===== src/rtl/lstm_ctrl_pkg.sv =====
`default_nettype none
// ============================================================================
// Package  : lstm_ctrl_pkg
// Purpose  : Shared definitions for the LSTM cell sequencer: default sizes,
//            3-bit FSM state encoding and the cycles-per-unit formula.
// Ports    : n/a (package)
// Revision : 1.0 - initial release
// ============================================================================
package lstm_ctrl_pkg;

  // Default sizes
  localparam int DEF_N_IN    = 8;
  localparam int DEF_N_HID   = 8;
  localparam int DEF_N_STEP  = 16;
  localparam int DEF_ACT_LAT = 2;
  localparam int DEF_AW      = 16;

  // FSM state encoding
  localparam logic [2:0] ST_IDLE = 3'd0;
  localparam logic [2:0] ST_CLR  = 3'd1;
  localparam logic [2:0] ST_ACCX = 3'd2;
  localparam logic [2:0] ST_ACCH = 3'd3;
  localparam logic [2:0] ST_WAIT = 3'd4;
  localparam logic [2:0] ST_WB   = 3'd5;
  localparam logic [2:0] ST_DONE = 3'd6;

  typedef enum logic [2:0] {
    IDLE = ST_IDLE,
    CLR  = ST_CLR,
    ACCX = ST_ACCX,
    ACCH = ST_ACCH,
    WAIT = ST_WAIT,
    WB   = ST_WB,
    DONE = ST_DONE
  } state_t;

  // Cycles spent on one hidden unit: clear + x terms + h terms + activation
  // latency + write-back.
  function automatic int cycles_per_unit(input int n_in, input int n_hid,
                                         input int act_lat);
    return n_in + n_hid + act_lat + 2;
  endfunction

endpackage
`default_nettype wire


===== src/rtl/lstm_loop_cnt.sv =====
`default_nettype none
// ============================================================================
// Module   : lstm_loop_cnt
// Purpose  : Loop counter with enable, sync clear, run-time terminal value
//            and a running offset (count * STRIDE) kept without a multiplier.
// Ports    : clk, rst      - clock, sync active-high reset
//            clr           - sync clear of count and offset
//            en            - advance; wraps to 0 when the terminal value is hit
//            limit [W]     - terminal (last) count value
//            count [W]     - current index
//            off   [W]     - count * STRIDE
//            last          - count == limit
// Revision : 1.0 - initial release
// ============================================================================
module lstm_loop_cnt
  import lstm_ctrl_pkg::*;
#(
  parameter int W      = DEF_AW,
  parameter int STRIDE = 1
) (
  input  logic         clk,
  input  logic         rst,
  input  logic         clr,
  input  logic         en,
  input  logic [W-1:0] limit,
  output logic [W-1:0] count,
  output logic [W-1:0] off,
  output logic         last
);

  localparam logic [W-1:0] ONE = W'(1);
  localparam logic [W-1:0] INC = W'(STRIDE);

  assign last = (count == limit);

  always_ff @(posedge clk) begin
    if (rst || clr) begin
      count <= '0;
      off   <= '0;
    end else if (en) begin
      if (last) begin
        count <= '0;
        off   <= '0;
      end else begin
        count <= count + ONE;
        off   <= off + INC;
      end
    end
  end

endmodule
`default_nettype wire


===== src/rtl/lstm_seq_ctrl.sv =====
`default_nettype none
// ============================================================================
// Module   : lstm_seq_ctrl
// Purpose  : Sequencer for a time-multiplexed LSTM cell. Per timestep and
//            hidden unit: clear accumulators, stream N_IN x terms and N_HID
//            h terms, wait ACT_LAT cycles, write c/h into the banked state.
// Ports    : clk, rst, i_start          - clock, sync reset, start pulse
//            o_busy, o_done             - status
//            o_clr, o_acc_x, o_acc_h    - cell strobes
//            o_x/w/u/b_addr, o_h/c_raddr- read addresses
//            o_rd_bank, o_wr_bank       - state bank select
//            o_prev_zero                - zero previous state (step 0)
//            o_we, o_waddr              - state write strobe/address
//            o_step, o_unit             - current indices
// Revision : 1.0 - initial release
// ============================================================================
module lstm_seq_ctrl
  import lstm_ctrl_pkg::*;
#(
  parameter int N_IN    = DEF_N_IN,
  parameter int N_HID   = DEF_N_HID,
  parameter int N_STEP  = DEF_N_STEP,
  parameter int ACT_LAT = DEF_ACT_LAT,
  parameter int AW      = DEF_AW
) (
  input  logic          clk,
  input  logic          rst,
  input  logic          i_start,
  output logic          o_busy,
  output logic          o_done,
  output logic          o_clr,
  output logic          o_acc_x,
  output logic          o_acc_h,
  output logic [AW-1:0] o_x_addr,
  output logic [AW-1:0] o_w_addr,
  output logic [AW-1:0] o_u_addr,
  output logic [AW-1:0] o_b_addr,
  output logic [AW-1:0] o_h_raddr,
  output logic [AW-1:0] o_c_raddr,
  output logic          o_rd_bank,
  output logic          o_wr_bank,
  output logic          o_prev_zero,
  output logic          o_we,
  output logic [AW-1:0] o_waddr,
  output logic [AW-1:0] o_step,
  output logic [AW-1:0] o_unit
);

  localparam logic [AW-1:0] K_LAST_X  = AW'(N_IN - 1);
  localparam logic [AW-1:0] K_LAST_H  = AW'(N_HID - 1);
  localparam logic [AW-1:0] UNIT_LAST = AW'(N_HID - 1);
  localparam logic [AW-1:0] STEP_LAST = AW'(N_STEP - 1);
  localparam logic [AW-1:0] HID_INC   = AW'(N_HID);
  localparam logic [AW-1:0] ONE       = AW'(1);
  localparam logic [AW-1:0] WAIT_INIT = (ACT_LAT > 0) ? AW'(ACT_LAT - 1) : '0;

  state_t        state, state_nxt;
  logic [AW-1:0] k, k_off, k_limit;
  logic [AW-1:0] unit, unit_off;
  logic [AW-1:0] step, step_off;
  logic [AW-1:0] u_base;
  logic [AW-1:0] wait_cnt;
  logic          k_last, unit_last, step_last;
  logic          k_en, unit_en, step_en, cnt_clr;
  logic          rd_bank, busy;

  // k serves both the x and h loops; only its terminal value changes.
  assign k_limit = (state == ACCH) ? K_LAST_H : K_LAST_X;

  lstm_loop_cnt #(.W(AW), .STRIDE(1)) u_k_cnt (
    .clk(clk), .rst(rst), .clr(cnt_clr), .en(k_en), .limit(k_limit),
    .count(k), .off(k_off), .last(k_last)
  );

  // unit offset = unit*N_IN (W base address)
  lstm_loop_cnt #(.W(AW), .STRIDE(N_IN)) u_unit_cnt (
    .clk(clk), .rst(rst), .clr(cnt_clr), .en(unit_en), .limit(UNIT_LAST),
    .count(unit), .off(unit_off), .last(unit_last)
  );

  // step offset = step*N_IN (x base address)
  lstm_loop_cnt #(.W(AW), .STRIDE(N_IN)) u_step_cnt (
    .clk(clk), .rst(rst), .clr(cnt_clr), .en(step_en), .limit(STEP_LAST),
    .count(step), .off(step_off), .last(step_last)
  );

  always_ff @(posedge clk) begin
    if (rst) state <= IDLE;
    else     state <= state_nxt;
  end

  always_comb begin
    state_nxt = state;
    k_en      = 1'b0;
    unit_en   = 1'b0;
    step_en   = 1'b0;
    cnt_clr   = 1'b0;
    case (state)
      IDLE: begin
        cnt_clr = 1'b1;
        if (i_start) state_nxt = CLR;
      end
      CLR:  state_nxt = ACCX;
      ACCX: begin
        k_en = 1'b1;
        if (k_last) state_nxt = ACCH;
      end
      ACCH: begin
        k_en = 1'b1;
        if (k_last) state_nxt = (ACT_LAT > 0) ? WAIT : WB;
      end
      WAIT: if (wait_cnt == '0) state_nxt = WB;
      WB: begin
        if (!unit_last) begin
          unit_en   = 1'b1;
          state_nxt = CLR;
        end else if (!step_last) begin
          unit_en   = 1'b1;  // wraps unit back to 0
          step_en   = 1'b1;
          state_nxt = CLR;
        end else begin
          state_nxt = DONE;
        end
      end
      DONE: begin
        cnt_clr   = 1'b1;
        state_nxt = IDLE;
      end
      default: state_nxt = IDLE;
    endcase
  end

  // Activation wait: reloaded every ACCH cycle so it is primed on entry.
  always_ff @(posedge clk) begin
    if (rst)                                  wait_cnt <= '0;
    else if (state == ACCH)                   wait_cnt <= WAIT_INIT;
    else if (state == WAIT && wait_cnt != '0) wait_cnt <= wait_cnt - ONE;
  end

  // U base = unit*N_HID, tracked alongside the unit counter.
  always_ff @(posedge clk) begin
    if (rst || cnt_clr)  u_base <= '0;
    else if (unit_en)    u_base <= unit_last ? '0 : u_base + HID_INC;
  end

  // Banks swap at every step boundary; a new sequence reads bank 0.
  always_ff @(posedge clk) begin
    if (rst || cnt_clr) rd_bank <= 1'b0;
    else if (step_en)   rd_bank <= ~rd_bank;
  end

  assign busy        = (state != IDLE) && (state != DONE);
  assign o_busy      = busy;
  assign o_done      = (state == DONE);
  assign o_clr       = (state == CLR);
  assign o_acc_x     = (state == ACCX);
  assign o_acc_h     = (state == ACCH);
  assign o_we        = (state == WB);
  assign o_x_addr    = step_off + k_off;
  assign o_w_addr    = unit_off + k_off;
  assign o_u_addr    = u_base + k_off;
  assign o_b_addr    = unit;
  assign o_h_raddr   = k;
  assign o_c_raddr   = unit;
  assign o_rd_bank   = rd_bank;
  assign o_wr_bank   = ~rd_bank;
  assign o_prev_zero = busy && (step == '0);
  assign o_waddr     = unit;
  assign o_step      = step;
  assign o_unit      = unit;

endmodule
`default_nettype wire


===== config.mk =====
export PLATFORM = sky130hd
export DESIGN_NAME = lstm_seq_ctrl
export DESIGN_NICKNAME = d
export VERILOG_FILES = /design/src/rtl/lstm_ctrl_pkg.sv /design/src/rtl/lstm_loop_cnt.sv /design/src/rtl/lstm_seq_ctrl.sv
export SDC_FILE = /design/constraint.sdc
export NUM_CORES = 1
export LEC_CHECK = 0
export BUFFER_PORTS_ARGS = -buffer_cell sky130_fd_sc_hd__buf_4
export CORE_MARGIN = 3
export CORE_UTILIZATION = 55
export CTS_CLUSTER_DIAMETER = 80
export DETAILED_ROUTE_END_ITERATION = 10
export GPL_ROUTABILITY_DRIVEN = 0
export GPL_TIMING_DRIVEN = 0
export HOLD_SLACK_MARGIN = 0.03
export PLACE_DENSITY = 0.84
export SLEW_MARGIN = 30
export SYNTH_ARGS = -nofsm -noshare
export SYNTH_HDL_FRONTEND = slang
export SYNTH_HIERARCHICAL = 1
export SYNTH_SLANG_ARGS = --single-unit

===== constraint.sdc =====
create_clock -name clk -period 3.7 [get_ports clk]
set_input_delay 1.11 -clock clk [delete_from_list [all_inputs] [get_ports clk]]
set_output_delay 1.11 -clock clk [all_outputs]
set_load 0.005 [all_outputs]

==> results of run 1 <==
==> through the flow <==
stage          power (mW)  area [sq um]  worst slack (ns)  TNS (ns)  utilization [%]
6_report             3.47         11600            0.0699         0             72.3
5_1_grt              3.57         11600          -0.00328  -0.00562             72.3
4_1_cts              3.47         11400           0.00432         0             71.3
3_5_place_dp         1.77         10800           0.00296         0             67.1
3_3_place_gp         1.76         10800             0.103         0             67.1
2_1_floorplan        1.64          9340             0.662         0                -
==> state kept, by name, indices dropped and copies added, names as in the netlist <==
signal	count
u_unit_cnt/off	13
u_base	13
wait_cnt	16
state	3
u_k_cnt/off	16
u_k_cnt/count	16
u_step_cnt/count	16
u_unit_cnt/count	16
o_rd_bank	1
u_step_cnt/off	13
==> how the worst max path moves through the flow <==
| stage | start | end | slack, ns | depth (start not counted) |
|---|---|---|---|---|
| floorplan | u_k_cnt/off[3] | o_x_addr[14] | 0.66 | 7 |
| global placement | u_k_cnt/off[3] | o_w_addr[12] | 0.10 | 8 |
| detailed placement | u_k_cnt/off[3] | o_x_addr[14] | 0.003 | 8 |
| CTS | u_k_cnt/off[5] | o_x_addr[14] | 0.004 | 8 |
| global route | u_k_cnt/off[5] | o_x_addr[14] | -0.003 | 8 |
| finish | u_k_cnt/off[4] | o_x_addr[14] | 0.07 | 8 |
==> worst max-delay path, cell delays in order (launching register included) <==
cell and delay (ns):
dfxtp_2 0.39, ha_1 0.36, o21ai_0 0.11, nor2_2 0.20, o221ai_2 0.15, a21oi_2 0.26
o211ai_1 0.11, a311o_1 0.37, buf_4 0.14
==> power by group through the flow <==
stage	clock network, mW	registers (mW)	logic (mW)
global route	1.79	1.35	0.441
finish	1.72	1.35	0.402
floorplan	0	1.37	0.264
global placement	0	1.38	0.377
CTS	1.73	1.35	0.392
detailed placement	0	1.38	0.389
==> cell usage in the layout, fill, tap and decap left out, types with 5 or more instances in the layout <==
| cell | count |
|---|---|
| buf_4 | 213 |
| xnor2_1 | 136 |
| dfxtp_1 | 108 |
| nor2_1 | 87 |
| a211oi_1 | 77 |
| conb_1 | 55 |
| nand2_1 | 53 |
| nand3_1 | 48 |
| ha_1 | 44 |
| nor3_1 | 41 |
| nand4_1 | 36 |
| inv_1 | 32 |
| xor2_1 | 31 |
| clkbuf_1 | 29 |
| a21oi_1 | 28 |
| o21ai_0 | 24 |
| nor4_1 | 22 |
| nand3b_1 | 21 |
| clkbuf_16 | 17 |
| o21a_1 | 11 |
| a211oi_2 | 11 |
| o211ai_1 | 10 |
| buf_2 | 10 |
| o21ai_1 | 9 |
| dfxtp_2 | 9 |
| nor2b_1 | 8 |
| buf_6 | 8 |
| nor4_2 | 7 |
| nand2b_1 | 6 |
| a21o_1 | 6 |
| and3_1 | 6 |
| mux2i_1 | 6 |
| ha_4 | 6 |
| dfxtp_4 | 6 |
| or3_1 | 5 |
| nand4_2 | 5 |
==> routing by layer <==
layer  vias to the layer above  part of all wire, %
met5                         -                    0
li1                       4307                    -
met1                      4215                   42
met3                        47                  6.6
met4                         0                  2.6
met2                       377                   49
==> repair_timing <==
action	in CTS	in global routing
buffers inserted	1	2
endpoints found under the setup margin	21	13
gates resized for setup	18	32
pin swaps	2	5
==> cell type report <==
| type | count | area, sq um | area share, % |
|---|---|---|---|
| clock buffer | 20 | 457 | 3.93 |
| timing repair buffer | 158 | 1190 | 10.2 |
| clock inverter | 11 | 145 | 1.25 |
| buffer | 105 | 677 | 5.83 |
| inverter | 32 | 120 | 1.03 |
| sequential | 123 | 2500 | 21.5 |
| multi-input combinational | 875 | 6260 | 53.9 |
| tap | 216 | 270 | 2.33 |
==> logic make-up after synthesis <==
logic type,count (synthesis),synth area share (%)
other cells,4,0.164
mux,6,0.657
fa+ha+maj,54,7.55
buf+inv,138,8.76
flops,123,26.9
simple gates,374,22.7
compound gates,218,17.1
xor+xnor,168,16.2
==> impl_metrics.tcl, run 1 <==
set metrics [dict create \
    area_delta_synth_final_pct 27.0 \
    fin_skew_ns 0.0117 \
    die_w_microns 135 \
    synth_area_leader_cell "dfxtp_1" \
    crit_arrival_ns 2.52 \
    holdPathEnd "wait_cnt[5]" \
    drive_gt1_share_pct 26.3 \
    yosysSeqAreaShare_pct 26.9 \
    initial_utilization_pct 56.9 \
    dieArea_sq_um 18200 \
    yosys.area.top_type_share_pct 26.9 \
    fmax_mhz 275 \
    clock-sinks 123 \
    period_share_pct 98.1 \
    wire_per_inst_microns 16.4 \
    vias_per_cell 5.81 \
    ant_nets 0 \
    hold_depth 2 \
    status "finished, final reports clean" \
    yosys_most_used_dff "dfxtp_1" \
    ir_drop_mv 0.320 \
    worst-setup-path-type "flip-flop to output pin" \
    seqPwrFrac_pct 38.8 \
    p_leak_nw 4.59 \
    synth.avg_cell_area_sq_um 8.43 \
    reg2reg_setup_slack_ns 0.23 \
    cts_buffers 17 \
    port_buffers 155 \
    drt-pass1-iter-count 5 \
    synth_cell_type_count 68 \
    grt.busiest_layer "met2" \
    cts_hold_buf 0 \
    intPower_mw 2.56 \
    num_vias 8946 \
    clkLatencyLatePin_ns 0.44 \
    dpl.hpwl_mm 17.8 \
    drc 0 \
    final_hold_viol_count 0 \
    swShare_pct 26.3 \
    cts_root_buf "clkbuf_16" \
    synth.cell_area_sq_um 9140 \
    tritoncts "built" \
    maxSlewViolCount 0 \
    finalCriticalPeriod_ns 3.63 \
    n_fill_cell 1252 \
    hold_path_class "flip-flop to flip-flop" \
    grt_util_all_layers_pct 26.8 \
    clockPowerShare_pct 49.6 \
    fp-row-count 46 \
    hold_slack_ns 0.477 \
    fp.coreArea_sq_um 16100 \
    r2r_end "u_step_cnt/count[6]" \
    grt_pass1_vias 8308 \
    async_flop_share_pct 0 \
    critPathLaunchType "flip-flop" \
    initialDrtViolationCount 793 \
    synth_cells 1085 \
    routed_wl_mm 25.2 \
    pwr-share-comb_pct 11.6 \
    crit_path_end_kind "output pin" \
    clockBufferDepth 2 \
    diodes 0 \
    ys_ff_latch 123 \
    grt_max_degree 17 \
    met1_usage_pct 33.5 \
    synth_warnings 6 \
    p_sw_mw 0.910 \
    grt_pass1_wl_mm 40.1 \
    r2r-start "u_unit_cnt/count[2]" \
    required_ns 2.59 \
    htree_levels 4 \
    antenna_found_initial 0 \
    reg2reg_depth 9 \
    synth_edf_count 0 \
    min_from "wait_cnt[5]" \
    setup_viol 0 \
    synth.area.top_cells "dfxtp_1 (27%), xnor2_1 (13%), ha_1 (7.1%), a211oi_1 (6.5%), buf_4 (4.5%)" \
    critPathMaxFanout 6 \
    drv_cap 0 \
    overflow 0 \
    tightest_slew_ns 0.793 \
    use_met2_pct 46.1 \
    maxSlewHeadroom_pct 47.0 \
    io_pins 156 \
    synth_most_common_cell "xnor2_1" \
    layout.cells.non_filler 1540 \
    nets 1369 \
    power_density_nw_per_um2 298 \
    clk_pin_slew_worst_paths_ns 0.06 \
    grt_use_met3_pct 5.63 \
    dpl.cell_count 1507 \
    die_h_microns 135 \
    synthTopCellsByCount "xnor2_1 (136), dfxtp_1 (123), nor2_1 (89), a211oi_1 (79), buf_4 (55)" \
]
Note: power is estimated with default switching activity, not from simulation.
==> run 2: changes to the inputs <==
--- a/config.mk
+++ b/config.mk
@@ -7,7 +7,7 @@
 export LEC_CHECK = 0
 export BUFFER_PORTS_ARGS = -buffer_cell sky130_fd_sc_hd__buf_4
 export CORE_MARGIN = 3
-export CORE_UTILIZATION = 55
+export CORE_UTILIZATION = 52
 export CTS_CLUSTER_DIAMETER = 80
 export DETAILED_ROUTE_END_ITERATION = 10
 export GPL_ROUTABILITY_DRIVEN = 0
==> constraint.sdc (replaced) <==
create_clock -name clk -period 3.1 [get_ports clk]
set_input_delay 0.93 -clock clk [delete_from_list [all_inputs] [get_ports clk]]
set_output_delay 0.93 -clock clk [all_outputs]
set_load 0.005 [all_outputs]
==> run 2 against run 1 <==
Compared with the run above:
- the run now ends with negative setup slack left
- cell area is 7.6% higher
- combinational power rose by 22%
- cell count is 2.7% higher
- clock skew up 0.0016 ns
- global-route usage increased by 0.13 points
- sequential power rose by 19%
- via count up 5.0%
- count of clock-buffer cells in the layout is 1 higher
- first-iteration DRC count rose by 13%
- power rose by 19%
- wire length up 15%
- critical endpoint unchanged
- largest cell class unchanged
- largest power group unchanged
- highest routed layer unchanged
==> impl_metrics.tcl, run 2 (same netlist as run 1, synthesis figures left out) <==
set metrics [dict create \
    utilization_pct 74.1 \
    fin_skew_ns 0.0133 \
    grt_pass1_vias 8682 \
    antenna_found_initial 0 \
    reg2reg_setup_slack_ns 0.15 \
    setup_slack_ns -0.243 \
    min_from "wait_cnt[5]" \
    reg2reg_depth 9 \
    area_delta_synth_final_pct 36.7 \
    clkLatencyLatePin_ns 0.43 \
    num_vias 9393 \
    grt_util_all_layers_pct 26.9 \
    tightest_slew_ns 0.871 \
    final_common_cell "buf_4" \
    r2r_end "u_step_cnt/count[5]" \
    hold_depth 2 \
    maxSlewViolCount 0 \
    p_leak_nw 4.92 \
    grt_max_degree 17 \
    power_density_nw_per_um2 330 \
    status "complete, but fails checks" \
    clock-sinks 123 \
    fp.coreArea_sq_um 16900 \
    diodes 0 \
    intPower_mw 3.06 \
    dpl.cell_count 1511 \
    clockPowerShare_pct 49.3 \
    n_fill_cell 1146 \
    rsz0062_at_grt "yes" \
    crit_path_end_kind "output pin" \
    violations "negative setup slack" \
    layout.cells.non_filler 1581 \
    finalCriticalPeriod_ns 3.34 \
    initialDrtViolationCount 899 \
    dpl.hpwl_mm 17.9 \
    seq_area_sq_um 2530 \
    ir_drop_mv 0.390 \
    cts_buffers 17 \
    initial_utilization_pct 54.2 \
    hold_path_class "flip-flop to flip-flop" \
    r2r-start "u_unit_cnt/count[0]" \
    drc 0 \
    clk_pin_slew_worst_paths_ns 0.06 \
    fmax_mhz 299 \
    tritoncts "built" \
    swShare_pct 25.8 \
    crit_arrival_ns 2.41 \
    htree_levels 4 \
    seqPwrFrac_pct 38.8 \
    die_h_microns 139 \
    drt-pass1-iter-count 6 \
    pwr-share-comb_pct 11.9 \
    critPathMaxFanout 4 \
    wire_per_inst_microns 18.4 \
    dieArea_sq_um 19200 \
    ant_nets 0 \
    nets 1407 \
    mostFrequentLayoutCells "buf_4 (244), xnor2_1 (131), dfxtp_1 (97)" \
    fp-row-count 47 \
    worst-setup-path-type "flip-flop to output pin" \
    io_pins 156 \
    grt_pass1_wl_mm 43.5 \
    die_w_microns 139 \
    drv_cap 0 \
    maxSlewHeadroom_pct 41.8 \
    routed_wl_mm 29.1 \
    required_ns 2.17 \
    drive_gt1_share_pct 33.7 \
    power_mw 4.12 \
    overflow 0 \
    cts_root_buf "clkbuf_16" \
    multi_input_comb_area_sq_um 6740 \
    period_share_pct 108 \
    critPathLaunchType "flip-flop" \
    p_sw_mw 1.06 \
    port_buffers 155 \
    setup_viol 25 \
    clockBufferDepth 2 \
    vias_per_cell 5.94 \
    hold_slack_ns 0.508 \
    final_hold_viol_count 0 \
    holdPathEnd "wait_cnt[5]" \
]
[run 2: cell types whose count changed in the layout (fill, tap and decap cells not counted), moves of 6 or more]
| cell | before | now |
|---|---|---|
| buf_6 | 8 | 15 |
| buf_4 | 213 | 244 |
| ha_1 | 44 | 28 |
| ha_4 | 6 | 18 |
| a21oi_1 | 28 | 21 |
| dfxtp_4 | 6 | 14 |
| dfxtp_1 | 108 | 97 |
| o21ai_0 | 24 | 18 |
[run 2: layout make-up]
class                      instances  area share (%)
clock buffer                      21            3.76
buffer                           103            5.46
clock inverter                     9           0.961
timing repair buffer             198            12.5
tap                              220            2.20
sequential                       123            20.2
inverter                          32           0.961
multi-input combinational        875            53.9
[run 2: worst max-delay path: stages, from the launching register on]
cell and delay, ns:
dfxtp_2 0.40, ha_4 0.23, a2111o_1 0.42, o221ai_2 0.22, a21oi_2 0.12, nor4bb_4 0.16, a311o_1 0.29, buf_4 0.15
[run 2: worst max-delay path by stage]
stage / startpoint / to / slack, ns
after global routing: u_k_cnt/off[6] / o_w_addr[15] / -0.36
after floorplan: u_k_cnt/off[3] / o_x_addr[14] / 0.24
after global placement: u_k_cnt/off[3] / o_x_addr[14] / -0.29
after detailed placement: u_k_cnt/off[3] / o_x_addr[14] / -0.38
after CTS: u_k_cnt/off[5] / o_x_addr[14] / -0.25
final: u_step_cnt/off[7] / o_x_addr[14] / -0.24
[run 2: metrics by stage]
step                setup slack [ns]  setup TNS, ns  cell area [sq um]
floorplan                      0.242              0               9340
global placement              -0.287          -3.65              10800
detailed placement            -0.378          -5.92              10800
CTS                           -0.249          -2.68              12100
global route                  -0.364          -5.63              12500
finish                        -0.243          -3.19              12500
[run 2: routing by layer]
layer,global-route usage (%),vias up,routed length [microns]
met2,45.7,461,14200
li1,-,4371,-
met1,34.0,4452,11500
met4,8.16,0,1100
met5,0,-,0
met3,6.52,109,2360
[run 2: timing repair]
action	in CTS	in global routing
hold buffers	0	0
buffers inserted	32	12
pin swaps	46	44
gates cloned	0	0
setup endpoints to repair	58	73
gates resized for setup	101	72
[run 2: power groups by stage]
stage / combinational, mW / clock (mW) / sequential, mW
final: 0.490 / 2.03 / 1.60
after global placement: 0.448 / 0 / 1.64
after detailed placement: 0.457 / 0 / 1.64
after global routing: 0.531 / 2.11 / 1.60
after CTS: 0.464 / 2.03 / 1.60
after floorplan: 0.315 / 0 / 1.64
==> run 3: changes to the inputs <==
==> constraint.sdc (replaced) <==
create_clock -name clk -period 3.1 [get_ports clk]
set_input_delay 0.31 -clock clk [delete_from_list [all_inputs] [get_ports clk]]
set_output_delay 0.31 -clock clk [all_outputs]
set_load 0.005 [all_outputs]
==> run 3 against run 2 <==
Compared with the run above:
- the flow now finishes without violations
- maximum frequency rose by 12%
- sequential cell count did not move
- count of clock-buffer cells in the layout did not move
- setup slack improved by 0.36 ns
- combinational power fell by 4%
- cell area fell by 8.0%
- power fell by 0.85%
- worst hold slack got worse by 0.31 ns
- register-to-register slack improved by 0.03 ns
- first-iteration DRC count fell by 27%
- wire length fell by 14%
- largest cell class unchanged
==> impl_metrics.tcl, run 3 (same netlist as run 1, synthesis figures left out) <==
set metrics [dict create \
    clockPowerShare_pct 49.1 \
    nets 1370 \
    overflow 0 \
    maxSlewViolCount 0 \
    initial_utilization_pct 54.2 \
    maxSlewHeadroom_pct 43.1 \
    layout.cells.non_filler 1544 \
    tritoncts "built" \
    intPower_mw 3.07 \
    swShare_pct 25.0 \
    p_sw_mw 1.02 \
    path_cells "ha_1, o21a_1, o21a_1, o221ai_1, a21oi_2, nor4bb_2, a311o_1, buf_4" \
    final_common_cell "buf_4" \
    period_share_pct 96.2 \
    cts_root_buf "clkbuf_16" \
    fp-row-count 47 \
    die_h_microns 139 \
    port_buffers 155 \
    die_w_microns 139 \
    dpl.cell_count 1511 \
    fp.coreArea_sq_um 16900 \
    clockBufferDepth 2 \
    wire_per_inst_microns 16.1 \
    pwr-share-comb_pct 11.5 \
    fin_skew_ns 0.0103 \
    crit_buf_inv 1 \
    fmax_mhz 335 \
    finalCriticalPeriod_ns 2.98 \
    reg2reg_depth 13 \
    tightest_slew_ns 0.849 \
    diodes 0 \
    hold_depth 2 \
    critPathLaunchType "flip-flop" \
    dpl.hpwl_mm 17.9 \
    rsz0062_at_grt "yes" \
    io_pins 156 \
    slowest_stage "dfxtp_1" \
    cts_hold_buf 0 \
    num_vias 8785 \
    dieArea_sq_um 19200 \
    worst-setup-path-type "flip-flop to output pin" \
    grt_pass1_wl_mm 40.6 \
    initialDrtViolationCount 657 \
    final_hold_viol_count 0 \
    r2r-start "u_unit_cnt/count[11]" \
    clk_pin_slew_worst_paths_ns 0.06 \
    vias_per_cell 5.69 \
    ant_nets 0 \
    crit_path_end_kind "output pin" \
    drc 0 \
    cp_top_family "compound AO/OA/AOI/OAI gates" \
    power_density_nw_per_um2 356 \
    critPathMaxFanout 7 \
    ir_drop_mv 0.395 \
    drv_cap 0 \
    drive_gt1_share_pct 25.3 \
    grt_max_degree 17 \
    area_delta_synth_final_pct 25.7 \
    clock-sinks 123 \
    p_leak_nw 4.61 \
    htree_levels 4 \
    required_ns 2.79 \
    crit_path_frequent_cell "o21a_1" \
    power_mw 4.09 \
    grt_pass1_vias 8300 \
    clkLatencyLatePin_ns 0.42 \
    seqPwrFrac_pct 39.4 \
    antenna_found_initial 0 \
    status "finished, final reports clean" \
    crit_arrival_ns 2.67 \
    crit_cells 8 \
    hold_path_class "input pin to flip-flop" \
    mostFrequentLayoutCells "buf_4 (215), xnor2_1 (136), dfxtp_1 (108)" \
    min_from "rst" \
    setup_viol 0 \
    crit_start "u_step_cnt/off[5]" \
    grt_util_all_layers_pct 25.1 \
    drt-pass1-iter-count 5 \
    cts_buffers 17 \
    routed_wl_mm 24.9 \
    slowest_delay_ns 0.45 \
]
-- run 3: cell count changes in the layout (fill, tap and decap cells not counted), sizes merged --
cell,before,now
clkbuf,50,51
buf,272,234
-- run 3: worst paths after layout --
check | endpoint | slack, ns
setup reg to reg | u_unit_cnt/count[13] | 0.18
setup / recovery | o_x_addr[14] | 0.12
hold / removal | state[0] | 0.20
hold reg to reg | wait_cnt[5] | 0.50
-- run 3: layout make-up --
type,instances,area [sq um]
Buffer,105,688
Sequential cell,123,2480
Timing Repair Buffer,159,1190
Multi-Input combinational cell,875,6140
Clock buffer,21,470
Fill cell,1352,5380
Tap cell,220,275
Clock inverter,9,120
Inverter,32,120
-- run 3: routing by layer --
| layer | track usage [%] | up-vias | wire, microns | part of all wire (%) |
|---|---|---|---|---|
| li1 | - | 4301 | - | - |
| met1 | 31.8 | 4119 | 10700 | 43 |
| met2 | 42.8 | 324 | 12200 | 49 |
| met3 | 5.79 | 41 | 1600 | 6.4 |
| met4 | 7.02 | 0 | 437 | 1.8 |
| met5 | 0 | - | 0 | 0 |
-- run 3: worst register-to-register path: cells and delay by family, from the launching register on --
kind	cells	cell delay (ns)
flip-flops	1	0.38
buffers and inverters	4	0.91
AND/OR/NAND/NOR	6	1.15
AO/OA/AOI/OAI	1	0.05
XOR/XNOR	2	0.31
-- run 3: metrics by stage --
step	TNS (ns)	setup slack (ns)	utilization, %	cell area (sq um)	hold slack, ns
after global placement	-2.27	-0.202	63.8	10800	0.443
after floorplan	0	0.415	-	9340	0.382
after CTS	0	0.00342	67.5	11400	0.192
after detailed placement	-4.15	-0.293	63.9	10800	0.454
final	0	0.118	68.1	11500	0.203
after global routing	-0.0481	-0.0227	68.1	11500	0.191
-- run 3: power groups by stage --
stage	sequential (mW)	combinational, mW	clock, mW
after detailed placement	1.64	0.457	0
final	1.61	0.471	2.01
after floorplan	1.64	0.315	0
after global placement	1.64	0.448	0
after global routing	1.61	0.515	2.10
after CTS	1.61	0.463	2.03
-- run 3: repair_timing --
item	in CTS	in global routing
pin swaps	0	2
endpoints found under the setup margin	33	45
endpoints found under the hold margin	0	0
setup buffers	0	4
resized for setup	9	29
